--- config.mk ---
export PLATFORM = sky130hd
export DESIGN_NAME = cpu_controller
export DESIGN_NICKNAME = d
export VERILOG_FILES = /design/src/rtl/cpu_ctrl_pkg.sv /design/src/rtl/cpu_controller_outdec.sv /design/src/rtl/cpu_controller.sv
export SDC_FILE = /design/constraint.sdc
export NUM_CORES = 1
export LEC_CHECK = 0
export BUFFER_PORTS_ARGS = -buffer_cell sky130_fd_sc_hd__buf_2
export CAP_MARGIN = 40
export CORE_ASPECT_RATIO = 0.9
export CORE_UTILIZATION = 39
export CTS_BUF_LIST = sky130_fd_sc_hd__clkbuf_8 sky130_fd_sc_hd__clkbuf_16
export CTS_CLUSTER_DIAMETER = 120
export DETAILED_ROUTE_END_ITERATION = 8
export GPL_ROUTABILITY_DRIVEN = 0
export MAX_ROUTING_LAYER = met4
export PLACE_DENSITY = 0.74
export SLEW_MARGIN = 20
export SYNTH_ARGS = -nofsm -noshare
export SYNTH_HDL_FRONTEND = slang
export SYNTH_HIERARCHICAL = 1
export SYNTH_SLANG_ARGS = --single-unit
--- constraint.sdc ---
create_clock -name clk -period 1.4 [get_ports clk]
set_input_delay 0.28 -clock clk [delete_from_list [all_inputs] [get_ports clk]]
set_output_delay 0.28 -clock clk [all_outputs]
set_load 0.005 [all_outputs]
--- src/rtl/cpu_ctrl_pkg.sv ---
// Shared encodings for the CPU control FSM: state codes, instruction fields,
// register/writeback selects and the packed control-output vector.
package cpu_ctrl_pkg;

   typedef enum logic [3:0] {
      S_RST       = 4'd0,
      S_IF1       = 4'd1,
      S_IF2       = 4'd2,
      S_UPDATEPC  = 4'd3,
      S_DECODE    = 4'd4,
      S_WRITE_IMM = 4'd5,
      S_GET_A     = 4'd6,
      S_GET_B     = 4'd7,
      S_EXEC      = 4'd8,
      S_WRITE_RD  = 4'd9,
      S_ADDR      = 4'd10,
      S_MEM_RD1   = 4'd11,
      S_MEM_RD2   = 4'd12,
      S_GET_B_ST  = 4'd13,
      S_STORE     = 4'd14,
      S_HALT      = 4'd15
   } state_e;

   localparam logic [2:0] OPC_LDR  = 3'b011;
   localparam logic [2:0] OPC_STR  = 3'b100;
   localparam logic [2:0] OPC_ALU  = 3'b101;
   localparam logic [2:0] OPC_MOV  = 3'b110;
   localparam logic [2:0] OPC_HALT = 3'b111;

   localparam logic [1:0] OP_MOVREG = 2'b00;
   localparam logic [1:0] OP_CMP    = 2'b01;
   localparam logic [1:0] OP_MOVIMM = 2'b10;
   localparam logic [1:0] OP_MEM    = 2'b00;

   localparam logic [2:0] NSEL_NONE = 3'b000;
   localparam logic [2:0] NSEL_RN   = 3'b001;
   localparam logic [2:0] NSEL_RD   = 3'b010;
   localparam logic [2:0] NSEL_RM   = 3'b100;

   localparam logic [1:0] VSEL_C     = 2'b00;
   localparam logic [1:0] VSEL_IMM   = 2'b10;
   localparam logic [1:0] VSEL_MDATA = 2'b11;

   typedef struct packed {
      logic       pcreset;
      logic       loadpc;
      logic       msel;
      logic       loadir;
      logic       mwrite;
      logic [2:0] nsel;
      logic [1:0] vsel;
      logic       write;
      logic       loada;
      logic       loadb;
      logic       loadc;
      logic       loads;
      logic       asel;
      logic       bsel;
      logic       halted;
   } ctrl_out_t;

endpackage

--- src/rtl/cpu_controller_outdec.sv ---
// Combinational state-to-control decode. The opcode/op fields only shape the
// EXEC strobes; ir is held stable by the fetch logic while EXEC is active.
module ctrl_outdec
   import cpu_ctrl_pkg::*;
(
   input  state_e     state_i,
   input  logic [2:0] opcode_i,
   input  logic [1:0] op_i,
   output ctrl_out_t  out_o
);

   always_comb begin
      out_o = '0;
      case (state_i)
         S_RST:       out_o.pcreset = 1'b1;
         S_IF1:       out_o.msel    = 1'b0;
         S_IF2:       out_o.loadir  = 1'b1;
         S_UPDATEPC:  out_o.loadpc  = 1'b1;
         S_DECODE:    out_o.nsel    = NSEL_NONE;
         S_WRITE_IMM: begin
            out_o.nsel  = NSEL_RN;
            out_o.vsel  = VSEL_IMM;
            out_o.write = 1'b1;
         end
         S_GET_A: begin
            out_o.nsel  = NSEL_RN;
            out_o.loada = 1'b1;
         end
         S_GET_B: begin
            out_o.nsel  = NSEL_RM;
            out_o.loadb = 1'b1;
         end
         S_EXEC: begin
            out_o.loadc = 1'b1;
            out_o.asel  = (opcode_i == OPC_MOV) && (op_i == OP_MOVREG);
            out_o.loads = (op_i == OP_CMP);
         end
         S_WRITE_RD: begin
            out_o.nsel  = NSEL_RD;
            out_o.vsel  = VSEL_C;
            out_o.write = 1'b1;
         end
         S_ADDR: begin
            out_o.bsel  = 1'b1;
            out_o.loadc = 1'b1;
         end
         S_MEM_RD1:   out_o.msel = 1'b1;
         S_MEM_RD2: begin
            out_o.msel  = 1'b1;
            out_o.nsel  = NSEL_RD;
            out_o.vsel  = VSEL_MDATA;
            out_o.write = 1'b1;
         end
         S_GET_B_ST: begin
            out_o.nsel  = NSEL_RD;
            out_o.loadb = 1'b1;
         end
         S_STORE: begin
            out_o.msel   = 1'b1;
            out_o.mwrite = 1'b1;
         end
         S_HALT:      out_o.halted = 1'b1;
         default:     out_o = '0;
      endcase
   end

endmodule

--- src/rtl/cpu_controller.sv ---
// Moore control FSM for the simple 16-bit CPU: fetch, decode, execute and
// memory sequencing. State register and next-state logic live here.
module cpu_controller
   import cpu_ctrl_pkg::*;
(
   input  logic        clk,
   input  logic        reset,
   input  logic [15:0] ir,
   output logic        pcreset,
   output logic        loadpc,
   output logic        msel,
   output logic        loadir,
   output logic        mwrite,
   output logic [2:0]  nsel,
   output logic [1:0]  vsel,
   output logic        write,
   output logic        loada,
   output logic        loadb,
   output logic        loadc,
   output logic        loads,
   output logic        asel,
   output logic        bsel,
   output logic        halted
);

   state_e     state_q, state_d;
   ctrl_out_t  ctrl;
   logic [2:0] opcode;
   logic [1:0] op;
   logic       is_movimm, is_movreg, is_alu, is_cmp, is_ldr, is_str, is_halt;
   logic       unused_ir_bits;

   assign opcode         = ir[15:13];
   assign op             = ir[12:11];
   assign unused_ir_bits = ^ir[10:0];

   assign is_movimm = (opcode == OPC_MOV) && (op == OP_MOVIMM);
   assign is_movreg = (opcode == OPC_MOV) && (op == OP_MOVREG);
   assign is_alu    = (opcode == OPC_ALU);
   assign is_cmp    = is_alu && (op == OP_CMP);
   assign is_ldr    = (opcode == OPC_LDR) && (op == OP_MEM);
   assign is_str    = (opcode == OPC_STR) && (op == OP_MEM);
   assign is_halt   = (opcode == OPC_HALT);

   always_comb begin
      state_d = state_q;
      case (state_q)
         S_RST:      state_d = S_IF1;
         S_IF1:      state_d = S_IF2;
         S_IF2:      state_d = S_UPDATEPC;
         S_UPDATEPC: state_d = S_DECODE;
         S_DECODE: begin
            // Unrecognised encodings fall straight back to fetch as a NOP.
            state_d = S_IF1;
            if (is_movimm)
               state_d = S_WRITE_IMM;
            else if (is_movreg || is_alu || is_ldr || is_str)
               state_d = S_GET_A;
            else if (is_halt)
               state_d = S_HALT;
         end
         S_WRITE_IMM: state_d = S_IF1;
         S_GET_A:     state_d = (is_ldr || is_str) ? S_ADDR : S_GET_B;
         S_GET_B:     state_d = S_EXEC;
         S_EXEC:      state_d = is_cmp ? S_IF1 : S_WRITE_RD;
         S_WRITE_RD:  state_d = S_IF1;
         S_ADDR:      state_d = is_ldr ? S_MEM_RD1 : S_GET_B_ST;
         S_MEM_RD1:   state_d = S_MEM_RD2;
         S_MEM_RD2:   state_d = S_IF1;
         S_GET_B_ST:  state_d = S_STORE;
         S_STORE:     state_d = S_IF1;
         S_HALT:      state_d = S_HALT;
         default:     state_d = S_RST;
      endcase
   end

   always_ff @(posedge clk) begin
      if (reset)
         state_q <= S_RST;
      else
         state_q <= state_d;
   end

   ctrl_outdec u_outdec (
      .state_i  (state_q),
      .opcode_i (opcode),
      .op_i     (op),
      .out_o    (ctrl)
   );

   assign pcreset = ctrl.pcreset;
   assign loadpc  = ctrl.loadpc;
   assign msel    = ctrl.msel;
   assign loadir  = ctrl.loadir;
   assign mwrite  = ctrl.mwrite;
   assign nsel    = ctrl.nsel;
   assign vsel    = ctrl.vsel;
   assign write   = ctrl.write;
   assign loada   = ctrl.loada;
   assign loadb   = ctrl.loadb;
   assign loadc   = ctrl.loadc;
   assign loads   = ctrl.loads;
   assign asel    = ctrl.asel;
   assign bsel    = ctrl.bsel;
   assign halted  = ctrl.halted;

endmodule

# Yosys cells after proc, flatten, opt, wreduce, memory -nomap -nowiden
# Cells that the tools add are included.
# word_totals
regBits	4
in_bits	18
out_inout_bits	18
wordCells	60
# op_classes
n_eq_ne	22
muxes	20
n_reduce_logical	17
# ops
operator	n
$pmux 4 s12	1
$eq 4x4->1 const B	8
$mux 4	5
$pmux 3 s3	2
$eq 4x3->1 const B	4
$eq 3x3->1 const B	4
$mux 1	10
$eq 4x2->1 const B	2
$reduce_or 2->1	3
$reduce_or 3->1	2
$logic_and 1x1->1	5
$reduce_or 5->1	1
$eq 4x1->1 const B	1
$logic_not 4->1	1
$logic_or 1x1->1	4
$eq 3x2->1 const B	1
$mux 3	1
$eq 2x1->1 const B	1
$eq 2x2->1 const B	1
$logic_not 2->1	1
$mux 2	1

# Logic depth before layout (Yosys ltp)
# logic_depth
depth_word	8
depth_mapped	5
ltp_nobuf	4

# By module
# Netlist, hierarchy kept.
# by_module_without_submodules
module	instances	cells_each	area_per_inst_um2	seq_area_each_um2
cpu_controller	1	52	405.4	80.1
ctrl_outdec	1	37	256.5	0.0

# Least setup slack after synthesis
# Ideal clock, no wire load.
# synth_timing
path_kind	reg2reg
start	register state_q[2]
end	register state_q[0]
setup_time_ps	95
arrival_ps	1192
t_required_ps	1305
slack_ps	113
stages_incl_launch_ff	6
path_buffers	1
period_less_slack_ps	1287
cell_sequence	dfxtp_1 clkbuf_1 nand2_1 xnor2_1 o21ai_0 a221oi_1
# synth_between
elab_chain_len	3
word_cells_on_any_way	18
cone_classes	eq/ne: 15; mux: 1; reduce/logical: 2
# synth_rtl
element	line_no	source
from (decl)	cpu_controller.sv:26	state_e state_q, state_d;
from (signal assigned)	cpu_controller.sv:81	state_q <= state_d;
$eq 4x4->1 (tied with other cells)	cpu_controller.sv:47	case (state_q)
$reduce_or 5->1 (no source line)	n/a	
$pmux 4 s12 (*)	cpu_controller.sv:47	
# Every way passes the cells marked *; elsewhere a longest branch is shown, timed or not.
# A chain may end at the register's enable or synchronous reset.

# Worst setup path in the final report
# layout_timing
start	register state_q[0]
end	output port write
# layout_between
elab_chain_len	2
word_cells_on_any_way	4
cone_classes	eq/ne: 3; mux: 1
# layout_rtl
element	line_no	source
$eq 4x4->1 or $eq 4x3->1 (tied branches)	cpu_controller_outdec.sv:14	case (state_i)
$pmux 3 s3 (*)	cpu_controller_outdec.sv:14	
to (decl)	cpu_controller.sv:16	output logic write,
# Marked as above.

==> flow_metrics.tcl <==
set metrics [dict create \
    cts_sinks 4 \
    final_nets 145 \
    synth_commonest_cells "nor2_1 (11), nand2b_1 (8), a21oi_1 (5), nor3_1 (5)" \
    tns_ns -0.191 \
    cts_inserted_buffers 3 \
    syn2layout_area_growth_pct 55.4 \
    pwr-share-seq_pct 21.8 \
    leakagePower_nw 0.447 \
    final_antenna_net_count 0 \
    clk_latency_ns 0.22 \
    ys_types 42 \
    antenna_found_initial 0 \
    route.vias.total 809 \
    htreeDepth 1 \
    period_minus_slack_ns 1.48 \
    crit_path_end_kind "primary output" \
    hold_viol 0 \
    initialDrtViolationCount 33 \
    core-area_um2 1510 \
    rsz0062_at_grt "yes" \
    drt-vias-per-instance 5.50 \
    worstPathArrival_ns 1.20 \
    placed_cell_area_um2 868 \
    die_h_um 41.1 \
    firstDrtPassIters 4 \
    power_density_nw_per_um2 600 \
    cts-root-buf "clkbuf_8" \
    largest_reg_flops 4 \
    maxSlewViolCount 0 \
    cts_tree "done" \
    violations "negative setup slack" \
    path_clk_slew_ns 0.03 \
    avgSynthCellArea_um2 7.44 \
    synth_area_leaders "dfxtp_1 (12%), nand2b_1 (7.6%), nor2_1 (6.2%)" \
    wire_per_inst_um 13.3 \
    grt_pass1_vias 672 \
    tightest_slew_ns 0.396 \
    post-dp-hpwl_um 1250 \
    port_buffers 24 \
    synth-edff-count 0 \
    ios 36 \
    clock.fmax_mhz 677 \
    hold_path.class "in -> reg" \
    synth_top_area_cell "dfxtp_1" \
    ys_ff_latch 4 \
    clockPowerShare_pct 39.0 \
    worstPathMaxFanout 8 \
    cts_hold_buffers 0 \
    synthFlopType "dfxtp_1" \
    fin_ws_ns -0.0764 \
    dieWidth_um 45.4 \
    syn_inst 89 \
    maxCapViolCount 0 \
    outcome "complete, but fails checks" \
    dpl_worst_slack_ns -0.0858 \
    largestRegisters "state_q: 4 flops" \
    grt_max_degree 13 \
    finClkSkew_ns 0.00505 \
    timing.final.crit_share_pct 105 \
    synth_top_area_share_pct 12.1 \
    internal_power_mw 0.424 \
    comb_power_share_pct 39.2 \
    start_kind "flip-flop" \
    critPathRequiredTime_ns 1.12 \
    swShare_pct 31.3 \
    yosysWarnings 6 \
    ir_worst_vdd_v 0.000534 \
    worstSetupPathType "reg -> out" \
    track_usage_pct 24.1 \
    layout-drive-gt1-share_pct 49.6 \
    diodes 0 \
    power_switching_mw 0.193 \
    num_rows 13 \
    relSlewSlack_pct 73.3 \
    yosys.cell_count.top_type "nor2_1" \
    syn_nets 107 \
    fin_area_um2 1030 \
    dieArea_um2 1870 \
    ys_async_sr_fraction_pct 0 \
    gr-total-overflow 0 \
    routed_wl_um 1950 \
    initial_core_util_pct 43.8 \
    syn_area_um2 662 \
    largest_register "state_q" \
    finalSetupViolations 5 \
    seq_area_frac_synth_pct 12.1 \
    drc 0 \
    cts_buffer_depth 2 \
    grt_pass1_wl_um 3030 \
]
-- layer usage --
layer  track usage [%]  vias to the layer above  part of all wire, %
li1                  -                      406                    -
met1              27.8                      377                   43
met2              43.6                       26                   50
met3              5.29                        0                  6.6
met4              4.55                        0                    0
met5                 -                        -                    0
-- worst paths after layout --
kind / startpoint / to / slack [ns] / cells after the start
worst max-delay path: state_q[0] / write / -0.08 / 3
worst min-delay path: reset / state_q[3] / 0.31 / 2
worst max register to register: state_q[1] / state_q[1] / 0.01 / 5
worst min register to register: state_q[0] / state_q[0] / 0.71 / 2
-- cells by family (layout without fill, tap and decap cells) --
family,count (synthesis),after routing,synth area share [%]
buffers and inverters,9,45,7.56
DFF,4,4,12.1
AOI/OAI and AO/OA,21,21,21.5
xor gates and xnor gates,3,3,3.97
and+or+nand+nor,52,52,54.8
-- stage by stage --
step | util (%) | hold WS [ns] | power, mW | cells
global placement | 57.4 | 0.526 | 0.335 | 141
floorplan | - | 0.351 | 0.270 | 89
finish | 68.0 | 0.311 | 0.617 | 147
CTS | 64.4 | 0.294 | 0.597 | 146
detailed placement | 57.4 | 0.527 | 0.341 | 141
global route | 68.0 | 0.313 | 0.654 | 147
-- cell usage in the layout (no fill, tap or decap), drive strengths merged, types with 2 or more instances in the layout --
cell type,netlist,layout
buf,5,41
nor2,11,11
nand2b,8,8
a21oi,5,5
nor3,5,5
nand2,4,4
dfxtp,4,4
nor3b,4,4
nor4,4,4
nor2b,3,3
o21ai,3,3
clkbuf,3,3
o21bai,2,2
a31oi,2,2
nor4bb,2,2
or3,2,2
a22oi,2,2
nand4bb,2,2
xnor2,2,2
nor4b,2,2
-- power groups by stage --
stage          registers, mW  clock network (mW)  logic (mW)
2_1_floorplan          0.133                   0       0.138
3_3_place_gp           0.141                   0       0.194
3_5_place_dp           0.142                   0       0.199
4_1_cts                0.133               0.242       0.222
5_1_grt                0.136               0.254       0.264
6_report               0.134               0.241       0.242
-- what timing repair did --
item                                    CTS  global route
pin swaps                                 5             7
setup buffers                             3             1
endpoints found under the setup margin   20            14
gates resized for setup                  13            11
-- critical path, cell delays in order (launching register included) --
cell and delay (ns):
dfxtp_4 0.36, nand2b_1 0.20, a311oi_2 0.27, buf_2 0.15
-- area by class of cell --
| cell class | count | area (um^2) |
|---|---|---|
| Multi-Input combinational cell | 76 | 591 |
| Fill cell | 123 | 484 |
| Timing Repair Buffer | 41 | 270 |
| Sequential cell | 4 | 95.1 |
| Clock buffer | 3 | 41.3 |
| Tap cell | 22 | 27.5 |
| Inverter | 1 | 3.75 |
Power figures use the tool's default switching activity.
